[config.mk]
export PLATFORM = sky130hd
export DESIGN_NAME = vga_timing_gen
export DESIGN_NICKNAME = d
export VERILOG_FILES = /design/src/rtl/vga_timing_gen.sv
export SDC_FILE = /design/constraint.sdc
export NUM_CORES = 1
export LEC_CHECK = 0
export BUFFER_PORTS_ARGS = -buffer_cell sky130_fd_sc_hd__buf_2
export CAP_MARGIN = 20
export CORE_MARGIN = 2
export CORE_UTILIZATION = 48
export CTS_CLUSTER_DIAMETER = 30
export DETAILED_ROUTE_END_ITERATION = 10
export PLACE_DENSITY = 0.72
export SYNTH_ARGS = -nofsm -noshare
export SYNTH_HDL_FRONTEND = slang
export SYNTH_SLANG_ARGS = --single-unit
[constraint.sdc]
create_clock -name pix_clk -period 3 [get_ports pix_clk]
set_input_delay 0 -clock pix_clk [delete_from_list [all_inputs] [get_ports pix_clk]]
set_output_delay 0 -clock pix_clk [all_outputs]
set_load 0.01 [all_outputs]
[src/rtl/vga_timing_gen.sv]
// -----------------------------------------------------------------------------
// vga_timing_gen
//
// Raster timing generator for a VGA output. It walks a pixel position (sx, sy)
// across the whole raster, including the blanking intervals, and decodes the
// sync pins and helper strobes from that position. Every output is registered
// and describes the same pixel in the same cycle. The decodes are taken from
// the next-state counter values, so they line up with sx/sy and drawing logic
// downstream can use them with no realignment.
//
// Ports
//   pix_clk          in   pixel clock, the only clock
//   rst_n            in   asynchronous active-low reset
//   pix_en           in   advance enable; when low every register holds
//   sx               out  horizontal position, 0 .. H_WHOLE_LINE-1
//   sy               out  vertical position, 0 .. V_WHOLE_LINE-1
//   display_enabled  out  high inside the visible area
//   hsync            out  horizontal sync, active level H_SYNC_POL
//   vsync            out  vertical sync, active level V_SYNC_POL
//   line_start       out  high while sx == 0
//   frame_start      out  high while sx == 0 and sy == 0
//   frame_count      out  completed-frame counter, wraps
// -----------------------------------------------------------------------------
module vga_timing_gen #(
   parameter int H_VISIBLE_AREA  = 640,
   parameter int H_FRONT_PORCH   = 16,
   parameter int H_SYNC_PULSE    = 96,
   parameter int H_BACK_PORCH    = 48,
   parameter int V_VISIBLE_AREA  = 480,
   parameter int V_FRONT_PORCH   = 10,
   parameter int V_SYNC_PULSE    = 2,
   parameter int V_BACK_PORCH    = 33,
   parameter int H_SYNC_POL      = 0,
   parameter int V_SYNC_POL      = 0,
   parameter int FRAME_CNT_WIDTH = 8,
   localparam int H_WHOLE_LINE   = H_VISIBLE_AREA + H_FRONT_PORCH + H_SYNC_PULSE + H_BACK_PORCH,
   localparam int V_WHOLE_LINE   = V_VISIBLE_AREA + V_FRONT_PORCH + V_SYNC_PULSE + V_BACK_PORCH,
   localparam int H_ADDR_WIDTH   = $clog2(H_WHOLE_LINE),
   localparam int V_ADDR_WIDTH   = $clog2(V_WHOLE_LINE)
) (
   input  logic                       pix_clk,
   input  logic                       rst_n,
   input  logic                       pix_en,
   output logic [H_ADDR_WIDTH-1:0]    sx,
   output logic [V_ADDR_WIDTH-1:0]    sy,
   output logic                       display_enabled,
   output logic                       hsync,
   output logic                       vsync,
   output logic                       line_start,
   output logic                       frame_start,
   output logic [FRAME_CNT_WIDTH-1:0] frame_count
);

   localparam logic [H_ADDR_WIDTH-1:0] H_LAST = H_ADDR_WIDTH'(H_WHOLE_LINE - 1);
   localparam logic [V_ADDR_WIDTH-1:0] V_LAST = V_ADDR_WIDTH'(V_WHOLE_LINE - 1);

   // Sync windows as half-open ranges [start, end)
   localparam int H_HS_START = H_VISIBLE_AREA + H_FRONT_PORCH;
   localparam int H_HS_END   = H_HS_START + H_SYNC_PULSE;
   localparam int V_VS_START = V_VISIBLE_AREA + V_FRONT_PORCH;
   localparam int V_VS_END   = V_VS_START + V_SYNC_PULSE;

   localparam logic H_ACT = (H_SYNC_POL != 0);
   localparam logic V_ACT = (V_SYNC_POL != 0);

   logic                       started_q, started_d;
   logic [H_ADDR_WIDTH-1:0]    sx_q, sx_d;
   logic [V_ADDR_WIDTH-1:0]    sy_q, sy_d;
   logic                       de_q, de_d;
   logic                       hsync_q, hsync_d;
   logic                       vsync_q, vsync_d;
   logic                       line_start_q, line_start_d;
   logic                       frame_start_q, frame_start_d;
   logic [FRAME_CNT_WIDTH-1:0] frame_count_q, frame_count_d;

   // Zero-extended copies so range checks against the integer parameters
   // never truncate a bound that happens to equal the whole-line length.
   logic [31:0] sx_ext;
   logic [31:0] sy_ext;
   logic        h_active;
   logic        v_active;

   // Next position. Before the first enabled edge the counters present the
   // origin, and that first presentation of (0,0) is not a completed frame.
   always_comb begin
      started_d     = 1'b1;
      sx_d          = '0;
      sy_d          = '0;
      frame_count_d = frame_count_q;
      if (started_q) begin
         if (sx_q == H_LAST) begin
            sx_d = '0;
            sy_d = (sy_q == V_LAST) ? '0 : sy_q + V_ADDR_WIDTH'(1);
         end else begin
            sx_d = sx_q + H_ADDR_WIDTH'(1);
            sy_d = sy_q;
         end
         if ((sx_d == '0) && (sy_d == '0)) begin
            frame_count_d = frame_count_q + FRAME_CNT_WIDTH'(1);
         end
      end
   end

   // Decodes from the next-state position so they land with that position.
   always_comb begin
      sx_ext        = 32'(sx_d);
      sy_ext        = 32'(sy_d);
      h_active      = (sx_ext >= H_HS_START) && (sx_ext < H_HS_END);
      v_active      = (sy_ext >= V_VS_START) && (sy_ext < V_VS_END);
      de_d          = (sx_ext < H_VISIBLE_AREA) && (sy_ext < V_VISIBLE_AREA);
      hsync_d       = h_active ? H_ACT : ~H_ACT;
      vsync_d       = v_active ? V_ACT : ~V_ACT;
      line_start_d  = (sx_d == '0);
      frame_start_d = (sx_d == '0) && (sy_d == '0);
   end

   always_ff @(posedge pix_clk or negedge rst_n) begin
      if (!rst_n) begin
         started_q     <= 1'b0;
         sx_q          <= '0;
         sy_q          <= '0;
         de_q          <= 1'b0;
         hsync_q       <= ~H_ACT;
         vsync_q       <= ~V_ACT;
         line_start_q  <= 1'b0;
         frame_start_q <= 1'b0;
         frame_count_q <= '0;
      end else if (pix_en) begin
         started_q     <= started_d;
         sx_q          <= sx_d;
         sy_q          <= sy_d;
         de_q          <= de_d;
         hsync_q       <= hsync_d;
         vsync_q       <= vsync_d;
         line_start_q  <= line_start_d;
         frame_start_q <= frame_start_d;
         frame_count_q <= frame_count_d;
      end
   end

   assign sx              = sx_q;
   assign sy              = sy_q;
   assign display_enabled = de_q;
   assign hsync           = hsync_q;
   assign vsync           = vsync_q;
   assign line_start      = line_start_q;
   assign frame_start     = frame_start_q;
   assign frame_count     = frame_count_q;

endmodule

==> impl_metrics.yaml <==
worst_setup_path:
  critical_path_arrival_ns: 2.95
  setup.worst_path.end_class: "flop"
  required_ns: 3.18
  r2r_cell_count: 8
  crit_fanout: 8
  start_kind: "flop"
  worstSetupPathType: "reg2reg"
route:
  drc: 0
  ant_nets: 0
  detail_route.wirelength_microns: 6020
  detail_route.first_pass.iterations: 4
  via_per_instance_ratio: 6.18
  drt_iter0_drc: 205
  total_number_of_vias: 2201
  drt-wirelength-per-cell_microns: 16.9
power:
  post-layout-total-power_mw: 1.50
  static-leakage-power_nw: 1.16
  seq_power_share_pct: 38.8
  share_clk_of_total_power_pct: 35.2
  switching_share_of_power_pct: 32.6
  pwr-share-comb_pct: 26.0
  p_sw_mw: 0.490
  ir_worst_vdd_v: 0.000327
  p_per_cell_area_nw_per_um2: 561
  internal-power_mw: 1.01
logic_synthesis:
  ys_top_cells_by_area: "sky130_fd_sc_hd__dfrtp_1 (35%), sky130_fd_sc_hd__xnor2_1 (5.4%), sky130_fd_sc_hd__nand2_1 (4.3%), sky130_fd_sc_hd__o21ai_0 (4.0%), sky130_fd_sc_hd__a21oi_1 (3.1%)"
  post_synth_num_cell_types: 51
  yosys_warnings: 0
  mappedNetlistArea_sq_um: 2270
  synth_top_area_share_pct: 35.3
  avgSynthCellArea_sq_um: 8.62
  synth.top_cells.by_count: "sky130_fd_sc_hd__dfrtp_1 (32), sky130_fd_sc_hd__nand2_1 (26), sky130_fd_sc_hd__o21ai_0 (18)"
  synth_edf_count: 0
  cell_with_the_most_instances_after_synthesis: "sky130_fd_sc_hd__dfrtp_1"
  synth-seq-cells: 34
  synthCells: 263
  syn-num-nets: 270
  cell_accounting_for_the_most_synthesized_area: "sky130_fd_sc_hd__dfrtp_1"
  yosysSeqAreaShare_pct: 37.6
  postSynth.asyncResetShare_pct: 100
  postSynth.topFlopCell: "sky130_fd_sc_hd__dfrtp_1"
die:
  fp.dieH_microns: 72.7
  initial_utilization_pct: 49.0
  fp.dieArea_sq_um: 5290
  placeableCoreArea_sq_um: 4630
  die_x_microns: 72.7
  placement_rows: 25
  boundaryPins: 36
cells_and_area:
  final_net_count: 308
  finish.utilization_pct: 57.9
  insertedDiodeCount: 0
  finish.cell_count_without_fillers: 356
  area_growth_syn_to_layout_pct: 18.2
  design_area_sq_um: 2680
  nFillCells: 429
  post_route_cells_drive_above_1_share_pct: 21.5
clock_tree:
  clkTransAtPathRegs_ns: 0.07
  clock_tree_from_tritoncts: "done"
  tritoncts_buffers: 5
  htreeDepth: 2
  max-clock-path-buffers: 2
  numClockSinks: 34
  clock_latency_ns: 0.29
  ctsRootBufferMaster: "sky130_fd_sc_hd__clkbuf_8"
global_routing:
  first_pass_grt_wire_length_microns: 9850
  grt_antenna_before_repair: 0
  gr-total-overflow: 0
  first_global_vias: 2020
  pin_count_of_the_biggest_net_entering_global_routing: 35
  aggregate_global_route_resource_usage_pct: 23.4
placed_design:
  detailed_place_hpwl_microns: 4170
  detailed_place.area_sq_um: 2500
  place.gp.congestion: 0.892
  place.detailed.instances: 344
  numPortBuffers: 35
sta:
  max_slew_headroom_pct: 48.6
  rsz_0062_raised_after_global_routing: "no"
  timing.final.crit_share_pct: 92.4
  clock.fmax_mhz: 361
  final_period_minus_worst_setup_slack_ns: 2.77
  setup_tns_ns: 0
  worst-slew-pin-transition_ns: 0.771
  worst_clock_skew_ns: 0.00362
  final-setup-viol-count: 0
  slew_violations: 0
  timing_hold_violations_final: 0
outcome:
  status: "finished clean"
job:
  timing.max_cap.violations: 0
hold_path:
  min_delay_path_depth: 3
  min_path_type: "in2reg"
what timing repair did:
item                                    4_1_cts  5_1_grt
endpoints found under the setup margin        0        9
hold buffers                                  1        0
hold endpoints to repair                     32        0
gates resized for setup                       0        0
setup buffers                                 0        3
final cells by class:
cell class	count	area, sq um	area share (%)
Tap cell	54	67.6	2.52
Inverter	14	52.6	1.96
Clock buffer	6	82.6	3.08
Clock inverter	2	60.1	2.24
Sequential cell	34	853	31.9
Multi-Input combinational cell	200	1300	48.6
Timing Repair Buffer	46	260	9.72
layer usage:
layer	track usage, %	wire, microns	up-vias
met5	0	0	-
met4	8.02	121	0
met3	4.28	416	16
met2	36.2	2810	81
met1	33.1	2680	1056
li1	-	-	1048
through the flow:
step	setup WS (ns)	hold WS, ns
global route	0.0592	0.248
detailed placement	0.0704	0.137
floorplan	0.178	-0.296
CTS	0.0520	0.207
global placement	0.189	0.128
finish	0.229	0.232
final timing paths:
path,startpoint,end,slack (ns)
max,sx[6]$_DFFE_PN0P_,frame_count[1]$_DFFE_PN0P_,0.23
min,pix_en,sx[1]$_DFFE_PN0P_,0.23
max reg2reg,sx[6]$_DFFE_PN0P_,frame_count[1]$_DFFE_PN0P_,0.23
min reg2reg,frame_count[7]$_DFFE_PN0P_,frame_count[7]$_DFFE_PN0P_,0.48
max in group asynchronous,rst_n,sx[2]$_DFFE_PN0P_,2.19
min in group asynchronous,rst_n,sx[6]$_DFFE_PN0P_,0.32
flip-flops by register name, summed over array words and instances, names as in the netlist:
| name | cells |
|---|---|
| started_q | 1 |
| sx | 10 |
| line_start | 1 |
| hsync | 1 |
| frame_count | 8 |
| display_enabled | 1 |
| vsync | 1 |
| frame_start | 1 |
| sy | 10 |
layout by cell type (no fill, tap or decap), types with 3 or more instances in the layout:
cell type	count
sky130_fd_sc_hd__nand2_1	26
sky130_fd_sc_hd__o2bb2ai_1	3
sky130_fd_sc_hd__a31oi_1	4
sky130_fd_sc_hd__o32ai_1	3
sky130_fd_sc_hd__clkbuf_8	6
sky130_fd_sc_hd__o21ai_0	18
sky130_fd_sc_hd__nor2_1	17
sky130_fd_sc_hd__buf_2	35
sky130_fd_sc_hd__a41oi_1	3
sky130_fd_sc_hd__o31ai_1	3
sky130_fd_sc_hd__nand4_1	10
sky130_fd_sc_hd__ha_1	4
sky130_fd_sc_hd__and3_1	7
sky130_fd_sc_hd__xor2_1	3
sky130_fd_sc_hd__dfrtp_1	32
sky130_fd_sc_hd__o22ai_1	7
sky130_fd_sc_hd__nand3_1	14
sky130_fd_sc_hd__nor3_1	6
sky130_fd_sc_hd__and2_1	5
sky130_fd_sc_hd__buf_4	10
sky130_fd_sc_hd__or3_1	3
sky130_fd_sc_hd__and4_1	3
sky130_fd_sc_hd__inv_1	12
sky130_fd_sc_hd__xnor2_1	14
sky130_fd_sc_hd__a21oi_1	14
sky130_fd_sc_hd__mux2i_1	4
sky130_fd_sc_hd__nor4_1	3
power groups by stage:
| stage | logic (mW) | registers [mW] | clock network (mW) |
|---|---|---|---|
| 2_1_floorplan | 0.265 | 0.574 | 0 |
| 5_1_grt | 0.428 | 0.595 | 0.557 |
| 4_1_cts | 0.378 | 0.581 | 0.539 |
| 6_report | 0.390 | 0.583 | 0.529 |
| 3_3_place_gp | 0.370 | 0.585 | 0 |
| 3_5_place_dp | 0.375 | 0.588 | 0 |
kinds of logic (layout without fill, tap and decap cells):
kind of cell    count (synthesis)  count (layout)  share of synthesized area (%)
compound gates                 65              65                           18.3
xor+xnor                       17              17                           6.57
fa+ha+maj                       4               4                           2.21
buf+inv                        29              68                           4.91
flops                          34              34                           37.6
mux                             7               7                           3.42
simple gates                  107             107                           27.0
worst max-delay path: stages (launching register included):
cell and delay (ns):
sky130_fd_sc_hd__dfrtp_1 0.46, sky130_fd_sc_hd__or4b_4 0.60, sky130_fd_sc_hd__nor4_4 0.41, sky130_fd_sc_hd__nand4bb_1 0.14
sky130_fd_sc_hd__and3_1 0.23, sky130_fd_sc_hd__nor4b_4 0.24, sky130_fd_sc_hd__buf_4 0.19, sky130_fd_sc_hd__nand2_2 0.08
sky130_fd_sc_hd__mux2_4 0.29
Note: power is estimated with default switching activity, not from simulation.
